## config.mk

```make
export PLATFORM = sky130hd
export DESIGN_NAME = alu_wb_ccr_flat
export DESIGN_NICKNAME = d
export VERILOG_FILES = /design/src/rtl/alu_pkg.sv /design/src/rtl/alu_wb_ccr_if.sv /design/src/rtl/wb_fifo.sv /design/src/rtl/alu_wb_ccr.sv /design/src/flat_wrapper.sv
export SDC_FILE = /design/constraint.sdc
export NUM_CORES = 1
export LEC_CHECK = 0
export CORE_MARGIN = 5
export CORE_UTILIZATION = 45
export DETAILED_ROUTE_END_ITERATION = 7
export GPL_TIMING_DRIVEN = 1
export HOLD_SLACK_MARGIN = 0.1
export PLACE_DENSITY = 0.83
export RECOVER_POWER = 100
export SYNTH_ARGS = -nofsm -noshare
export SYNTH_HDL_FRONTEND = slang
export SYNTH_SLANG_ARGS = --single-unit
```

## constraint.sdc

```tcl
create_clock -name clk -period 2.9 [get_ports clk]
set_input_delay 0.435 -clock clk [delete_from_list [all_inputs] [get_ports clk]]
set_output_delay 0.435 -clock clk [all_outputs]
set_load 0.02 [all_outputs]
```

## src/rtl/alu_pkg.sv

```systemverilog
`default_nettype none
// ============================================================================
//  Module   : alu_pkg
//  Purpose  : Shared opcode encodings, flag bit positions, branch condition
//             codes and branch-FSM state encoding for the ALU writeback stage.
//  Revision : 1.0 - initial release
// ============================================================================
package alu_pkg;

    // Opcodes, identical to the ALU result selector encodings
    localparam logic [3:0] c_OP_NOPA = 4'd0;
    localparam logic [3:0] c_OP_NOPB = 4'd1;
    localparam logic [3:0] c_OP_NOTA = 4'd2;
    localparam logic [3:0] c_OP_AND  = 4'd3;
    localparam logic [3:0] c_OP_OR   = 4'd4;
    localparam logic [3:0] c_OP_XOR  = 4'd5;
    localparam logic [3:0] c_OP_ADD  = 4'd6;
    localparam logic [3:0] c_OP_SUB  = 4'd7;
    localparam logic [3:0] c_OP_MUL  = 4'd8;
    localparam logic [3:0] c_OP_DIV  = 4'd9;
    localparam logic [3:0] c_OP_MOD  = 4'd10;
    localparam logic [3:0] c_OP_CLRC = 4'd11;
    localparam logic [3:0] c_OP_SETC = 4'd12;

    // Flag bit positions inside the {N,Z,V,C} register
    localparam int c_FLAG_N = 3;
    localparam int c_FLAG_Z = 2;
    localparam int c_FLAG_V = 1;
    localparam int c_FLAG_C = 0;

    // Branch condition codes; 13..15 are never taken
    localparam logic [3:0] c_CC_AL = 4'd0;
    localparam logic [3:0] c_CC_EQ = 4'd1;
    localparam logic [3:0] c_CC_NE = 4'd2;
    localparam logic [3:0] c_CC_CS = 4'd3;
    localparam logic [3:0] c_CC_CC = 4'd4;
    localparam logic [3:0] c_CC_MI = 4'd5;
    localparam logic [3:0] c_CC_PL = 4'd6;
    localparam logic [3:0] c_CC_VS = 4'd7;
    localparam logic [3:0] c_CC_VC = 4'd8;
    localparam logic [3:0] c_CC_GE = 4'd9;
    localparam logic [3:0] c_CC_LT = 4'd10;
    localparam logic [3:0] c_CC_GT = 4'd11;
    localparam logic [3:0] c_CC_LE = 4'd12;

    // Branch FSM states
    typedef enum logic [1:0] {
        ST_IDLE = 2'd0,
        ST_EVAL = 2'd1,
        ST_HOLD = 2'd2
    } br_state_t;

    // True when the condition code is satisfied by the given flags
    function automatic logic cond_met(input logic [3:0] cond, input logic [3:0] f);
        logic n;
        logic z;
        logic v;
        logic c;
        logic res;
        n = f[c_FLAG_N];
        z = f[c_FLAG_Z];
        v = f[c_FLAG_V];
        c = f[c_FLAG_C];
        res = 1'b0;
        case (cond)
            c_CC_AL: res = 1'b1;
            c_CC_EQ: res = z;
            c_CC_NE: res = !z;
            c_CC_CS: res = c;
            c_CC_CC: res = !c;
            c_CC_MI: res = n;
            c_CC_PL: res = !n;
            c_CC_VS: res = v;
            c_CC_VC: res = !v;
            c_CC_GE: res = (n == v);
            c_CC_LT: res = (n != v);
            c_CC_GT: res = !z && (n == v);
            c_CC_LE: res = z || (n != v);
            default: res = 1'b0;
        endcase
        return res;
    endfunction

endpackage
`default_nettype wire

```

## src/rtl/alu_wb_ccr_if.sv

```systemverilog
`default_nettype none
// ============================================================================
//  Module   : alu_wb_ccr_if
//  Purpose  : Bundles the ALU result input, register-file writeback output,
//             committed flags and branch request/ack signals.
//  Revision : 1.0 - initial release
// ============================================================================
interface alu_wb_ccr_if #(
    parameter int DATA_W = 16,
    parameter int DST_W  = 4
);
    logic                     alu_valid;
    logic                     alu_ready;
    logic [3:0]               alu_op;
    logic signed [DATA_W-1:0] alu_c;
    logic [3:0]               alu_ccr;
    logic [DST_W-1:0]         alu_dst;
    logic                     wb_valid;
    logic                     wb_ready;
    logic [DATA_W-1:0]        wb_data;
    logic [DST_W-1:0]         wb_dst;
    logic [3:0]               flags;
    logic                     br_req;
    logic [3:0]               br_cond;
    logic                     br_ack;
    logic                     br_taken;

    // Producer/consumer environment side
    modport master (
        output alu_valid, alu_op, alu_c, alu_ccr, alu_dst, wb_ready, br_req, br_cond,
        input  alu_ready, wb_valid, wb_data, wb_dst, flags, br_ack, br_taken
    );

    // Writeback stage side
    modport slave (
        input  alu_valid, alu_op, alu_c, alu_ccr, alu_dst, wb_ready, br_req, br_cond,
        output alu_ready, wb_valid, wb_data, wb_dst, flags, br_ack, br_taken
    );
endinterface
`default_nettype wire

```

## src/rtl/wb_fifo.sv

```systemverilog
`default_nettype none
// ============================================================================
//  Module   : wb_fifo
//  Purpose  : DEPTH-entry synchronous FIFO holding results headed for the
//             register file. Head entry is presented directly; reads as zero
//             while empty.
//  Revision : 1.0 - initial release
// ============================================================================
module wb_fifo #(
    parameter int DEPTH = 2,
    parameter int WIDTH = 20
) (
    input  wire logic             clk,
    input  wire logic             rst,
    input  wire logic             i_push,
    input  wire logic [WIDTH-1:0] i_wdata,
    input  wire logic             i_pop,
    output logic      [WIDTH-1:0] o_rdata,
    output logic                  o_full,
    output logic                  o_empty
);
    localparam int              c_AW       = (DEPTH > 1) ? $clog2(DEPTH) : 1;
    localparam logic [c_AW-1:0] c_PTR_ONE  = c_AW'(1);
    localparam logic [c_AW:0]   c_CNT_ONE  = (c_AW + 1)'(1);
    localparam logic [c_AW:0]   c_FULL_CNT = (c_AW + 1)'(DEPTH);

    logic [WIDTH-1:0] r_mem [DEPTH];
    logic [c_AW-1:0]  r_wr_ptr;
    logic [c_AW-1:0]  r_rd_ptr;
    logic [c_AW:0]    r_count;
    logic             w_push;
    logic             w_pop;

    assign o_full  = (r_count == c_FULL_CNT);
    assign o_empty = (r_count == '0);
    assign w_push  = i_push && !o_full;
    assign w_pop   = i_pop && !o_empty;
    assign o_rdata = o_empty ? '0 : r_mem[r_rd_ptr];

    // Pointer and occupancy bookkeeping; pointers wrap naturally (DEPTH is 2^n)
    always_ff @(posedge clk or posedge rst) begin
        if (rst) begin
            r_wr_ptr <= '0;
            r_rd_ptr <= '0;
            r_count  <= '0;
        end else begin
            if (w_push) r_wr_ptr <= r_wr_ptr + c_PTR_ONE;
            if (w_pop)  r_rd_ptr <= r_rd_ptr + c_PTR_ONE;
            case ({w_push, w_pop})
                2'b10:   r_count <= r_count + c_CNT_ONE;
                2'b01:   r_count <= r_count - c_CNT_ONE;
                default: r_count <= r_count;
            endcase
        end
    end

    // Storage array; contents are don't-care until written
    always_ff @(posedge clk) begin
        if (w_push) r_mem[r_wr_ptr] <= i_wdata;
    end
endmodule
`default_nettype wire

```

## src/rtl/alu_wb_ccr.sv

```systemverilog
`default_nettype none
// ============================================================================
//  Module   : alu_wb_ccr
//  Purpose  : ALU result consumer: maintains the committed N/Z/V/C flags,
//             buffers results toward the register file and resolves
//             conditional-branch requests against the committed flags.
//  Revision : 1.0 - initial release
// ============================================================================
module alu_wb_ccr
    import alu_pkg::*;
#(
    parameter int DATA_W = 16,
    parameter int DST_W  = 4,
    parameter int DEPTH  = 2
) (
    input wire logic   clk,
    input wire logic   rst,
    alu_wb_ccr_if.slave bus
);
    logic                    w_accept;
    logic                    w_push;
    logic                    w_pop;
    logic                    w_full;
    logic                    w_empty;
    logic [DATA_W+DST_W-1:0] w_head;
    logic [3:0]              r_flags;
    br_state_t               r_state;
    logic [3:0]              r_cond;
    logic                    r_br_ack;
    logic                    r_br_taken;

    assign w_accept = bus.alu_valid && bus.alu_ready;
    // Flag-only ops and unused opcodes produce no register write
    assign w_push   = w_accept && (bus.alu_op <= c_OP_MOD);
    assign w_pop    = !w_empty && bus.wb_ready;

    wb_fifo #(
        .DEPTH (DEPTH),
        .WIDTH (DATA_W + DST_W)
    ) u_wb_fifo (
        .clk     (clk),
        .rst     (rst),
        .i_push  (w_push),
        .i_wdata ({bus.alu_c, bus.alu_dst}),
        .i_pop   (w_pop),
        .o_rdata (w_head),
        .o_full  (w_full),
        .o_empty (w_empty)
    );

    assign bus.alu_ready = !w_full;
    assign bus.wb_valid  = !w_empty;
    assign bus.wb_data   = w_head[DATA_W+DST_W-1:DST_W];
    assign bus.wb_dst    = w_head[DST_W-1:0];
    assign bus.flags     = r_flags;
    assign bus.br_ack    = r_br_ack;
    assign bus.br_taken  = r_br_taken;

    // Commit flags from each accepted ALU result according to its opcode class
    always_ff @(posedge clk or posedge rst) begin
        if (rst) begin
            r_flags <= 4'b0000;
        end else if (w_accept) begin
            case (bus.alu_op)
                c_OP_ADD, c_OP_SUB: begin
                    r_flags <= bus.alu_ccr;
                end
                c_OP_NOPA, c_OP_NOPB, c_OP_NOTA, c_OP_AND, c_OP_OR, c_OP_XOR,
                c_OP_MUL, c_OP_DIV, c_OP_MOD: begin
                    r_flags[c_FLAG_N] <= bus.alu_ccr[c_FLAG_N];
                    r_flags[c_FLAG_Z] <= bus.alu_ccr[c_FLAG_Z];
                end
                c_OP_CLRC: r_flags[c_FLAG_C] <= 1'b0;
                c_OP_SETC: r_flags[c_FLAG_C] <= 1'b1;
                default:   r_flags <= r_flags;
            endcase
        end
    end

    // Branch resolution: latch the condition, evaluate one cycle later so a
    // same-cycle flag update is seen, then wait for the request to drop
    always_ff @(posedge clk or posedge rst) begin
        if (rst) begin
            r_state    <= ST_IDLE;
            r_cond     <= 4'd0;
            r_br_ack   <= 1'b0;
            r_br_taken <= 1'b0;
        end else begin
            r_br_ack   <= 1'b0;
            r_br_taken <= 1'b0;
            case (r_state)
                ST_IDLE: begin
                    if (bus.br_req) begin
                        r_cond  <= bus.br_cond;
                        r_state <= ST_EVAL;
                    end
                end
                ST_EVAL: begin
                    r_br_ack   <= 1'b1;
                    r_br_taken <= cond_met(r_cond, r_flags);
                    r_state    <= ST_HOLD;
                end
                ST_HOLD: begin
                    if (!bus.br_req) r_state <= ST_IDLE;
                end
                default: r_state <= ST_IDLE;
            endcase
        end
    end
endmodule
`default_nettype wire

```

## src/flat_wrapper.sv

```systemverilog
// flat-port wrapper written by rule: the top's interface ports become plain ports
module alu_wb_ccr_flat import alu_pkg::*;
#(
    parameter int DATA_W = 16,
    parameter int DST_W  = 4,
    parameter int DEPTH  = 2
)
  (clk, rst, bus_alu_valid, bus_alu_op, bus_alu_c, bus_alu_ccr, bus_alu_dst, bus_wb_ready, bus_br_req, bus_br_cond, bus_alu_ready, bus_wb_valid, bus_wb_data, bus_wb_dst, bus_flags, bus_br_ack, bus_br_taken);
  alu_wb_ccr_if #(.DATA_W(DATA_W), .DST_W(DST_W)) bus_i ();
  input wire logic clk;
  input wire logic rst;
  input wire logic [$bits(bus_i.alu_valid)-1:0] bus_alu_valid;
  input wire logic [$bits(bus_i.alu_op)-1:0] bus_alu_op;
  input wire logic [$bits(bus_i.alu_c)-1:0] bus_alu_c;
  input wire logic [$bits(bus_i.alu_ccr)-1:0] bus_alu_ccr;
  input wire logic [$bits(bus_i.alu_dst)-1:0] bus_alu_dst;
  input wire logic [$bits(bus_i.wb_ready)-1:0] bus_wb_ready;
  input wire logic [$bits(bus_i.br_req)-1:0] bus_br_req;
  input wire logic [$bits(bus_i.br_cond)-1:0] bus_br_cond;
  output wire logic [$bits(bus_i.alu_ready)-1:0] bus_alu_ready;
  output wire logic [$bits(bus_i.wb_valid)-1:0] bus_wb_valid;
  output wire logic [$bits(bus_i.wb_data)-1:0] bus_wb_data;
  output wire logic [$bits(bus_i.wb_dst)-1:0] bus_wb_dst;
  output wire logic [$bits(bus_i.flags)-1:0] bus_flags;
  output wire logic [$bits(bus_i.br_ack)-1:0] bus_br_ack;
  output wire logic [$bits(bus_i.br_taken)-1:0] bus_br_taken;
  assign bus_i.alu_valid = bus_alu_valid;
  assign bus_i.alu_op = bus_alu_op;
  assign bus_i.alu_c = bus_alu_c;
  assign bus_i.alu_ccr = bus_alu_ccr;
  assign bus_i.alu_dst = bus_alu_dst;
  assign bus_i.wb_ready = bus_wb_ready;
  assign bus_i.br_req = bus_br_req;
  assign bus_i.br_cond = bus_br_cond;
  assign bus_alu_ready = bus_i.alu_ready;
  assign bus_wb_valid = bus_i.wb_valid;
  assign bus_wb_data = bus_i.wb_data;
  assign bus_wb_dst = bus_i.wb_dst;
  assign bus_flags = bus_i.flags;
  assign bus_br_ack = bus_i.br_ack;
  assign bus_br_taken = bus_i.br_taken;
  alu_wb_ccr #(.DATA_W(DATA_W), .DST_W(DST_W), .DEPTH(DEPTH)) u_core (.clk(clk), .rst(rst), .bus(bus_i));
endmodule
```

### Word-level counts from Yosys, hierarchy flattened

Memory sizes are Yosys's and may differ from the RTL's.
Index checks and enable logic that the tools add are counted.

| word-level totals | value |
|---|---|
| register bits | 16 |
| RAM bits | 40 |
| input port bits | 37 |
| output and inout bits | 28 |
| logic and storage cells | 86 |
| memories | 1 |

| operators by class | value |
|---|---|
| add/sub/neg operators | 4 |
| $lt $le $gt $ge | 1 |
| eq/ne operators | 33 |
| mux-type cells | 11 |
| reduce and logical (&&, ||, !) cells | 26 |

Memory list:

| memory | depth | bits a word | rd ports | clocked after memory_dff | write ports | RTL line | source |
|---|---|---|---|---|---|---|---|
| u_core.u_wb_fifo.r_mem | 2 | 20 | 1 | 0 | 1 | wb_fifo.sv:27 | `logic [WIDTH-1:0] r_mem [DEPTH];` |

Operators with widths:

| operator | number |
|---|---|
| $eq 4x4->1 const B | 10 |
| $eq 4x3->1 const B | 8 |
| $mux 20 | 1 |
| $eq 4x2->1 const B | 4 |
| $pmux 1 s13 | 1 |
| $reduce_or 11->1 | 1 |
| $reduce_and 2->1 | 5 |
| $eq 4x1->1 const B | 2 |
| $logic_not 4->1 | 2 |
| $eq 2x2->1 const B | 3 |
| $logic_and 1x1->1 | 6 |
| $logic_not 1->1 | 6 |
| $pmux 2 s3 | 1 |
| $eq 2x1->1 const B | 2 |
| $le 4x4->1 const B | 1 |
| $logic_not 2->1 | 2 |
| $mux 1 | 4 |
| $mux 2 | 2 |
| $ne 2x2->1 const B | 2 |
| $pmux 2 s2 | 1 |
| $pmux 1 s3 | 1 |
| $reduce_bool 3->1 | 1 |
| $add 1x1->1 const B | 2 |
| $add 2x1->2 const B | 1 |
| 6 further kinds | 6 |

### Logic depth before layout (Yosys ltp)

Gate-level depths: netlist of run 1.

| depth | value |
|---|---|
| word-level depth | 7 |
| mapped depth | 8 |
| mapped depth without buffers | 7 |

### Cells and area by module

Synthesis of run 1 repeated with hierarchy kept, for this count alone.

| second synthesis, totals | value |
|---|---|
| cell total of the unflattened synthesis | 171 |
| area total of the unflattened synthesis | 2,399.8 sq um |

Modules (own cells, without submodules):

| module | times used | cells an instance | area an instance (sq um) | sequential area each (sq um) |
|---|---|---|---|---|
| wb_fifo | 1 | 104 | 1,716.6 | 1,301.2 |
| alu_wb_ccr | 1 | 67 | 683.2 | 300.3 |

### Worst setup path after synthesis of run 1

No wires, ideal clock.

| path | value |
|---|---|
| path kind | register to register |
| start | register u_core.u_wb_fifo.r_count[1] |
| end | memory u_core.u_wb_fifo.r_mem[1][0], enable pin |
| library setup time | 397 ps |
| arrival time | 1,933 ps |
| path slack | 571 ps |
| cell stages (with the launch flop) | 6 |
| cell sequence | dfrtp_1 or2b_1 nand2_1 a21o_1 buf_2 nor2_1 |

| between the ends | value |
|---|---|
| word-level cells in the longest chain between the ends | 7 |

Ends and longest elaborated chain:

| element | RTL line | source |
|---|---|---|
| start, declared | wb_fifo.sv:30 | `logic [c_AW:0] r_count;` |
| start signal, assigned | wb_fifo.sv:50 | `2'b10: r_count <= r_count + c_CNT_ONE;` |
| start signal, assigned | wb_fifo.sv:51 | `2'b01: r_count <= r_count - c_CNT_ONE;` |
| start signal, assigned | wb_fifo.sv:52 | `default: r_count <= r_count;` |
| $eq 2x2->1 * | wb_fifo.sv:34 | `assign o_full = (r_count == c_FULL_CNT);` |
| $logic_not 1->1 * | alu_wb_ccr.sv:51 | `assign bus.alu_ready = !w_full;` |
| net bus_alu_ready | flat_wrapper.sv:20 | `output wire logic [$bits(bus_i.alu_ready)-1:0] bus_alu_ready;` |
| $logic_and 1x1->1 | alu_wb_ccr.sv:32 | `assign w_accept = bus.alu_valid && bus.alu_ready;` |
| $logic_and 1x1->1 | alu_wb_ccr.sv:34 | `assign w_push = w_accept && (bus.alu_op <= c_OP_MOD);` |
| $logic_and 1x1->1 * | wb_fifo.sv:36 | `assign w_push = i_push && !o_full;` |
| $mux 1 * | wb_fifo.sv:59 | `if (w_push) r_mem[r_wr_ptr] <= i_wdata;` |
| $mux 1 (implied by the code) * | wb_fifo.sv:59 |  |
| end, declared | wb_fifo.sv:27 |  |

Mark *: on every way through the listed nets, which the timed path passes. The rest lies on a longest branch.

### Worst setup path after layout of run 1

| path | value |
|---|---|
| start | register u_core.u_wb_fifo.r_rd_ptr |
| end | output port bus_wb_data[14] |

| between the ends | value |
|---|---|
| word-level cells in the longest chain between the ends | 2 |

Ends and longest elaborated chain:

| element | RTL line | source |
|---|---|---|
| start, declared | wb_fifo.sv:29 | `logic [c_AW-1:0] r_rd_ptr;` |
| start signal, assigned | wb_fifo.sv:48 | `if (w_pop) r_rd_ptr <= r_rd_ptr + c_PTR_ONE;` |
| $mem_v2 2x20 | - |  |
| $mux 20 | wb_fifo.sv:38 | `assign o_rdata = o_empty ? '0 : r_mem[r_rd_ptr];` |
| end, declared | flat_wrapper.sv:22 | `output wire logic [$bits(bus_i.wb_data)-1:0] bus_wb_data;` |

Every way passes these cells.

==> results of run 1 <==
[cell usage in the layout (no fill, tap or decap), types with 2 or more instances in the layout]
master,n
dlygate4sd3_1,50
edfxtp_1,40
nor2_1,22
mux2i_1,20
dfrtp_1,16
clkdlybuf4s50_1,14
nand2_1,7
mux2_2,5
nor2b_1,5
inv_1,5
o21ai_0,5
clkbuf_8,5
clkbuf_1,4
xnor2_1,3
mux2_1,3
nor2_2,3
xor2_1,3
a21o_1,2
nand2b_1,2
o2111ai_1,2
nand3b_1,2
buf_4,2
[area by class of cell]
cell class,count,area share [%]
Sequential cell,56,50.6
Multi-Input combinational cell,99,22.3
Tap cell,70,2.77
Clock buffer,7,2.41
Inverter,5,0.593
Clock inverter,1,0.277
Timing Repair Buffer,68,21.0
[cells by family (layout without fill, tap and decap cells)]
kind of cell    after synthesis  after routing  synth area share (%)
buf+inv                      13             81                  2.42
compound gates               17             17                  5.42
simple gates                 47             47                  9.57
flops                        56             56                  67.3
fa+ha+maj                     1              1                 0.526
mux                          28             28                  12.5
xor+xnor                      6              6                  2.21
[stage by stage]
stage / std cells / setup WS, ns / hold WS, ns
2_1_floorplan: 168 / 0.571 / 0.349
3_3_place_gp: 298 / 0.712 / 0.485
3_5_place_dp: 298 / 0.690 / 0.497
4_1_cts: 306 / 0.324 / 0.512
5_1_grt: 306 / 0.143 / 0.524
6_report: 306 / 0.258 / 0.501
[state kept, by name (all words and copies together) (netlist names)]
signal and flops:
u_core.u_wb_fifo.r_mem 40, u_core.bus.flags 4, u_core.r_cond 4, u_core.r_state 2
u_core.u_wb_fifo.r_count 2, u_core.bus.br_ack 1, u_core.bus.br_taken 1, u_core.u_wb_fifo.r_rd_ptr 1
u_core.u_wb_fifo.r_wr_ptr 1
[power breakdown]
part	total, mW	switching, mW	internal, mW	leakage, nW
combinational	1.33	0.718	0.614	0.630
sequential	1.26	0.180	1.08	0.561
clock	0.411	0.238	0.173	0.0424
[metal layers]
| layer | up-vias | track usage, % |
|---|---|---|
| met2 | 46 | 23.7 |
| met1 | 739 | 18.6 |
| met5 | - | 0 |
| met3 | 4 | 5.86 |
| li1 | 738 | - |
| met4 | 0 | 3.43 |
[critical path, delay by kind of cell, from the launching register on]
family	cells	cell delay, ns
AND/OR/NAND/NOR	1	0.06
buffers and inverters	2	1.00
multiplexers	1	0.26
flip-flops	1	0.57
[path summary, 6_finish.rpt]
kind / to / slack, ns / cells past startpoint
setup / recovery: bus_wb_data[14] / 0.26 / 4
min in group asynchronous: u_core.u_wb_fifo.r_count[1] / 0.65 / 2
setup reg to reg: u_core.u_wb_fifo.r_mem[1][7] / 0.62 / 5
hold reg to reg: u_core.bus.br_ack / 0.50 / 1
max in group asynchronous: u_core.r_state[0] / 1.83 / 2
hold / removal: u_core.bus.br_ack / 0.50 / 1
==> impl_metrics.yaml, run 1 <==
run_status:
  outcome: "finished clean"
critical_path:
  crit_fanout: 15
  cp.arrival_ns: 2.21
  critical_path.max_stage_delay_ns: 0.66
  cp_cell_sequence: "buf_4 > mux2i_1 > nor2_1 > dlygate4sd3_1"
  cp-start-kind: "flip-flop"
  endpoint_kind: "output port"
  startpoint: "u_core.u_wb_fifo.r_rd_ptr"
  crit_slowest_cell: "dlygate4sd3_1"
  critical_path_class: "flip-flop to output port"
  r2r_start: "u_core.u_wb_fifo.r_count[1]"
  cp.required_ns: 2.47
logic_synthesis:
  synth_area_um2: 2380
  synth.top_cells.by_count: "40 x edfxtp_1, 25 x nor2_1, 20 x mux2i_1, 16 x dfrtp_1, 7 x nand2_1"
  synth-seq-area-share_pct: 67.3
  synth_enable_flop_cells: 40
  synth_area_leaders: "edfxtp_1 50%, dfrtp_1 17%, mux2i_1 8.4%"
  synth-seq-cells: 56
  synthArstFlopShare_pct: 28.6
  yosys.cell_count.top_type: "edfxtp_1"
  synth_nets: 206
  ys.flop_type: "edfxtp_1"
  synth_top_area_share_pct: 50.5
  synth_cells: 168
  avgSynthCellArea_um2: 14.2
  synth_top_area_cell: "edfxtp_1"
  yosysUniqueCellTypes: 36
  synth_warnings: 0
detailed_routing:
  wire_per_inst_um: 15.3
  wl_met3_um: 349
  drt-total-wl_mm: 4.68
  drtIter0Drc: 76
  drc: 0
  dr.pass1.iters: 4
  dr_wl_met2_mm: 2.24
  highest_layer: "met4"
  wl_met1_mm: 2.06
  vias: 1527
  antenna_left: 0
  via_per_inst: 4.99
timing:
  relSlewSlack_pct: 22.0
  hold_violations: 0
  rsz0062_at_grt: "no"
  fin_crit_sh_pct: 91.1
  tns_ns: 0
  maxSlewViolCount: 0
  setup_viol: 0
  tightest_slew_ns: 1.17
  min_period_ns: 2.64
  fmax_mhz: 379
  skew_ns: 0.00915
clock_tree:
  cts_root_buffer: "clkbuf_8"
  clk_latency_ns: 0.30
  cts_made_buffers: 5
  cts_max_path_buffers: 2
  cts_hold_buf: 0
  cts_tree: "yes"
  cts_resized: 0
  clock_sink_count: 56
  clkTransAtPathRegs_ns: 0.09
  cts_htree_levels: 2
  cts_setup_buffers: 0
place:
  port_buffers: 64
  placed_cell_area_um2: 3110
  hpwlAfterDp_mm: 3.32
  place.gp.congestion: 0.727
finish:
  nNetsFinal: 273
  num_antenna_cells: 0
  syn_to_final_growth_pct: 33.0
  final_util_pct: 61.9
  register_area_um2: 1600
  fin_area_um2: 3160
  drive_above_1_share_pct: 6.78
  nFillCells: 424
  multi_input_area_um2: 707
worst_hold_path:
  hp-start: "u_core.r_state[1]"
  hp-class: "flip-flop to flip-flop"
floorplan:
  die_w_um: 82.7
  die_area_um2: 6840
  start_util_pct: 46.6
  core_um2: 5110
  die_h_um: 82.7
  rows: 26
  io_pins: 65
global_route:
  grtUsageTotal_pct: 14.7
  grt_pass1_wl_mm: 7.38
  overflow: 0
  grt_max_degree: 23
  antenna_found_initial: 0
  grt_pass1_vias: 1582
power:
  cellLeakagePower_nw: 1.23
  power_mw: 3.00
  power.density_nw_per_um2: 948
  peakVddDrop_mv: 0.563
run:
  cap_violations: 0
(Power assumes the default switching activity.)
==> run 2, diff against run 1 <==
CELL_PAD_IN_SITES_DETAIL_PLACEMENT = 1   (was not set)
CELL_PAD_IN_SITES_GLOBAL_PLACEMENT = 1   (was not set)
CORE_UTILIZATION = 38   (was 45)
PLACE_DENSITY = 0.87   (was 0.83)
==> run 2 against run 1 <==
Net effect: global-route usage up 0.13 points; register-to-register slack better by 0.39 ns; die area up 16%; clock skew up 0.0010 ns; cell count up 1.3%; sequential power up 4%; clock-buffer cell count down 2; combinational power down 3%; utilization down 8.9 points; worst hold slack better by 0.0028 ns; flip-flop and latch count unchanged; largest cell class unchanged.
==> impl_metrics.yaml, run 2 (synthesized netlist as in run 1, its figures left out) <==
place:
  place.gp.congestion: 0.748
  port_buffers: 64
  placed_cell_area_um2: 3100
  hpwlAfterDp_mm: 3.97
global_route:
  grtUsageTotal_pct: 14.8
  grt_pass1_wl_mm: 8.77
  overflow: 0
  antenna_found_initial: 0
  grt_pass1_vias: 1779
  grt_max_degree: 23
timing:
  relSlewSlack_pct: 46.5
  tns_ns: 0
  rsz0062_at_grt: "no"
  maxSlewViolCount: 0
  hold_violations: 0
  setup_viol: 0
  fin_crit_sh_pct: 87.7
  skew_ns: 0.0102
  tightest_slew_ns: 0.801
  min_period_ns: 2.54
  fmax_mhz: 393
detailed_routing:
  dr.pass1.iters: 6
  antenna_left: 0
  drtIter0Drc: 37
  drt-total-wl_mm: 5.39
  wire_per_inst_um: 17.4
  via_per_inst: 5.08
  vias: 1576
  drc: 0
floorplan:
  rows: 28
  io_pins: 65
  die_area_um2: 7940
  die_h_um: 89.1
  core_um2: 5990
  start_util_pct: 39.7
  die_w_um: 89.1
clock_tree:
  cts_tree: "yes"
  cts_resized: 1
  cts_made_buffers: 5
  clkTransAtPathRegs_ns: 0.10
  cts_hold_buf: 0
  cts_max_path_buffers: 2
  clk_latency_ns: 0.32
  cts_root_buffer: "clkbuf_8"
  cts_setup_buffers: 0
  clock_sink_count: 56
  cts_htree_levels: 2
finish:
  register_area_um2: 1600
  nFillCells: 599
  largest_reg_flops: 40
  layout_commonest_cell: "dlygate4sd3_1"
  multi_input_area_um2: 707
  fin_area_um2: 3180
  drive_above_1_share_pct: 8.51
  nNetsFinal: 272
  num_antenna_cells: 0
  final_cell_mix: "51 x dlygate4sd3_1, 40 x edfxtp_1, 22 x nor2_1, 20 x mux2i_1, 15 x dfrtp_1"
  syn_to_final_growth_pct: 33.5
  max_flop_register: "u_core.u_wb_fifo.r_mem"
power:
  p_sw_share_pct: 39.1
  cellLeakagePower_nw: 1.24
  peakVddDrop_mv: 0.457
  pwr-share-comb_pct: 42.4
  p_switching_mw: 1.19
  p_clk_share_pct: 14.7
  power.density_nw_per_um2: 961
  intPower_mw: 1.86
  seqPwrFrac_pct: 42.9
critical_path:
  reg2regPathDepth: 5
  endpoint_kind: "output port"
  cp.required_ns: 2.47
  critical_path_class: "flip-flop to output port"
  cp.arrival_ns: 2.11
  r2r_slack_ns: 1.01
  r2r_start: "u_core.u_wb_fifo.r_count[1]"
  crit_fanout: 21
  cp-start-kind: "flip-flop"
  worstReg2RegEnd: "u_core.u_wb_fifo.r_mem[1][13]"
run:
  cap_violations: 0
run_status:
  outcome: "finished clean"
worst_hold_path:
  holdPathEnd: "u_core.bus.br_ack"
  hp-start: "u_core.r_state[1]"
  whs_path_depth: 1
  hp-class: "flip-flop to flip-flop"
-- run 2: routing by layer --
metal  up-vias  GRT usage, %  part of all wire [%]
met1       780          16.6                    39
met3        10          3.50                   5.6
met2        49          27.1                    53
met5         -             0                     0
li1        737             -                     -
met4         0          5.41                   1.8
-- run 2: stage by stage --
stage | setup WS [ns] | std cells | total power [mW] | utilization, % | hold slack (ns)
after floorplan | 0.571 | 168 | 2.10 | - | 0.349
after global placement | 0.373 | 302 | 2.70 | 51.8 | 0.486
after detailed placement | 0.368 | 302 | 2.76 | 51.8 | 0.504
after CTS | 0.384 | 310 | 3.22 | 53.4 | 0.520
after global routing | 0.237 | 310 | 3.26 | 53.0 | 0.533
final | 0.357 | 310 | 3.05 | 53.0 | 0.504
-- run 2: final cells by class --
type                    count  share of cell area [%]
well taps                  75                    2.96
inverters                   5                   0.591
clock buffers               5                    2.17
flip-flops and latches     56                    50.5
clock inverters             3                   0.827
multi-input cells          99                    22.3
repair buffers             67                    20.7
-- run 2: how the worst max path moves through the flow --
stage | from | end | slack, ns | cells after the start
after floorplan | u_core.u_wb_fifo.r_count[1] | u_core.u_wb_fifo.r_mem[1][0] | 0.57 | 5
after global placement | u_core.u_wb_fifo.r_rd_ptr | bus_wb_dst[0] | 0.37 | 3
after detailed placement | u_core.u_wb_fifo.r_rd_ptr | bus_wb_data[9] | 0.37 | 3
after CTS | u_core.u_wb_fifo.r_rd_ptr | bus_wb_data[9] | 0.38 | 3
after global routing | u_core.u_wb_fifo.r_rd_ptr | bus_wb_data[12] | 0.24 | 3
final | u_core.u_wb_fifo.r_rd_ptr | bus_wb_dst[0] | 0.36 | 3
-- run 2: power by group through the flow --
stage               clock [mW]  sequential (mW)  combinational (mW)
floorplan                    0             1.23               0.873
global placement             0             1.31                1.39
detailed placement           0             1.33                1.43
CTS                      0.466             1.32                1.43
global route             0.493             1.35                1.42
finish                   0.449             1.31                1.29
-- run 2: critical path, stage by stage, from the launching register on --
cell and delay [ns]:
dfrtp_2 0.77, mux2i_1 0.31, nor2_1 0.06, dlygate4sd3_1 0.65
==> run 3, diff against run 2 <==
CORE_UTILIZATION = 40   (was 38)
CTS_BUF_LIST = sky130_fd_sc_hd__clkbuf_8   (was not set)
PLACE_DENSITY = 0.9   (was 0.87)
==> run 3 against run 2 <==
Net effect: routed wire length shrank 0.59%; combinational power is 8% higher; die area shrank 4.4%; utilization up 1.5 points; clock skew decreased by 0.0038 ns; worst hold slack improved by 0.0042 ns; flip-flop and latch count stayed put; setup slack improved by 0.033 ns; via count shrank 1.3%; power increased by 0.41%; maximum frequency is 1.3% higher; largest power group is now combinational cells.
==> impl_metrics.yaml, run 3 (synthesized netlist as in run 1, its figures left out) <==
detailed_routing:
  dr.pass1.iters: 4
  drtIter0Drc: 38
  vias: 1556
  wire_per_inst_um: 17.2
  antenna_left: 0
  drt-total-wl_mm: 5.36
  drc: 0
  via_per_inst: 4.99
clock_tree:
  clock_sink_count: 56
  cts_hold_buf: 0
  cts_tree: "yes"
  cts_resized: 0
  clkTransAtPathRegs_ns: 0.10
  cts_max_path_buffers: 2
  cts_made_buffers: 5
  cts_setup_buffers: 0
  clk_latency_ns: 0.31
  cts_root_buffer: "clkbuf_8"
  cts_htree_levels: 2
place:
  place.gp.congestion: 0.742
  hpwlAfterDp_mm: 3.99
  port_buffers: 64
global_route:
  grt_pass1_wl_mm: 8.37
  antenna_found_initial: 0
  grt_max_degree: 23
  grtUsageTotal_pct: 14.9
  overflow: 0
  grt_pass1_vias: 1729
finish:
  layout_commonest_cell: "dlygate4sd3_1"
  nNetsFinal: 274
  num_antenna_cells: 0
  largest_reg_flops: 40
  final_cell_mix: "50 x dlygate4sd3_1, 40 x edfxtp_1, 22 x nor2_1, 20 x mux2i_1, 16 x dfrtp_1"
  syn_to_final_growth_pct: 34.0
  max_flop_register: "u_core.u_wb_fifo.r_mem"
  drive_above_1_share_pct: 8.86
power:
  seqPwrFrac_pct: 40.3
  peakVddDrop_mv: 0.426
  p_clk_share_pct: 14.3
  p_sw_share_pct: 38.8
  pwr-share-comb_pct: 45.3
  power.density_nw_per_um2: 961
  p_switching_mw: 1.19
  cellLeakagePower_nw: 1.25
  intPower_mw: 1.87
critical_path:
  cp.required_ns: 2.47
  crit_fanout: 13
  endpoint_kind: "output port"
  cp-start-kind: "flip-flop"
  critical_path_class: "flip-flop to output port"
  cp.arrival_ns: 2.07
  r2r_slack_ns: 0.97
floorplan:
  die_w_um: 87.1
  die_h_um: 87.1
  core_um2: 5850
  die_area_um2: 7590
  rows: 28
  start_util_pct: 40.7
  io_pins: 65
timing:
  min_period_ns: 2.51
  fmax_mhz: 398
  rsz0062_at_grt: "no"
  holdWs_ns: 0.508
  skew_ns: 0.00642
  tns_ns: 0
  hold_violations: 0
  tightest_slew_ns: 0.856
  setup_viol: 0
  relSlewSlack_pct: 42.8
  maxSlewViolCount: 0
  fin_crit_sh_pct: 86.5
run_status:
  outcome: "finished clean"
worst_hold_path:
  hp-class: "flip-flop to flip-flop"
run:
  cap_violations: 0
==> run 3: cell types whose count changed in the layout (fill, tap and decap cells not counted), sizes merged <==
| cell | change |
|---|---|
| clkinvlp | +1 |
| buf | +2 |
| clkdlybuf4s50 | +1 |
| clkinv | -1 |
| dlygate4sd3 | -1 |
==> run 3: path summary, 6_finish.rpt <==
path,from,endpoint,depth (start not counted)
min in group asynchronous,rst,u_core.u_wb_fifo.r_wr_ptr,2
max,u_core.u_wb_fifo.r_rd_ptr,bus_wb_data[3],4
min,u_core.r_state[1],u_core.bus.br_ack,1
max reg2reg,u_core.u_wb_fifo.r_count[1],u_core.u_wb_fifo.r_mem[0][9],5
min reg2reg,u_core.r_state[1],u_core.bus.br_ack,1
max in group asynchronous,rst,u_core.bus.flags[0],2
==> run 3: stage by stage <==
| step | cells | power, mW | util [%] | worst slack, ns | cell area [µm²] |
|---|---|---|---|---|---|
| floorplan | 168 | 2.10 | - | 0.571 | 2380 |
| global placement | 304 | 2.70 | 53.3 | 0.801 | 3120 |
| detailed placement | 304 | 2.77 | 53.3 | 0.726 | 3120 |
| CTS | 312 | 3.22 | 54.9 | 0.605 | 3210 |
| global route | 312 | 3.24 | 54.5 | 0.289 | 3190 |
| finish | 312 | 3.06 | 54.5 | 0.390 | 3190 |
==> run 3: final cells by class <==
type                       count  area, µm²
clock inverter                 3       25.0
timing repair buffer          69        673
inverter                       5       18.8
fill                         581       2660
sequential                    56       1600
tap                           75       93.8
clock buffer                   5       68.8
multi-input combinational     99        707
==> run 3: power groups by stage <==
stage | registers [mW] | clock network (mW) | logic (mW)
after global placement | 1.24 | 0 | 1.46
after floorplan | 1.23 | 0 | 0.873
final | 1.24 | 0.439 | 1.39
after global routing | 1.27 | 0.484 | 1.49
after detailed placement | 1.26 | 0 | 1.51
after CTS | 1.24 | 0.453 | 1.53
==> run 3: layer usage <==
metal	up-vias	routed length, µm	part of all wire [%]	track usage, %
li1	741	-	-	-
met1	770	2090	39	16.6
met2	37	2990	56	27.5
met3	8	198	3.7	3.69
met4	0	82	1.5	4.74
met5	-	0	0	0
==> run 3: critical path, cell delays in order, from the launching register on <==
cell	delay, ns
dfrtp_1	0.38
clkbuf_2	0.40
mux2i_1	0.27
nor2_1	0.06
dlygate4sd3_1	0.66
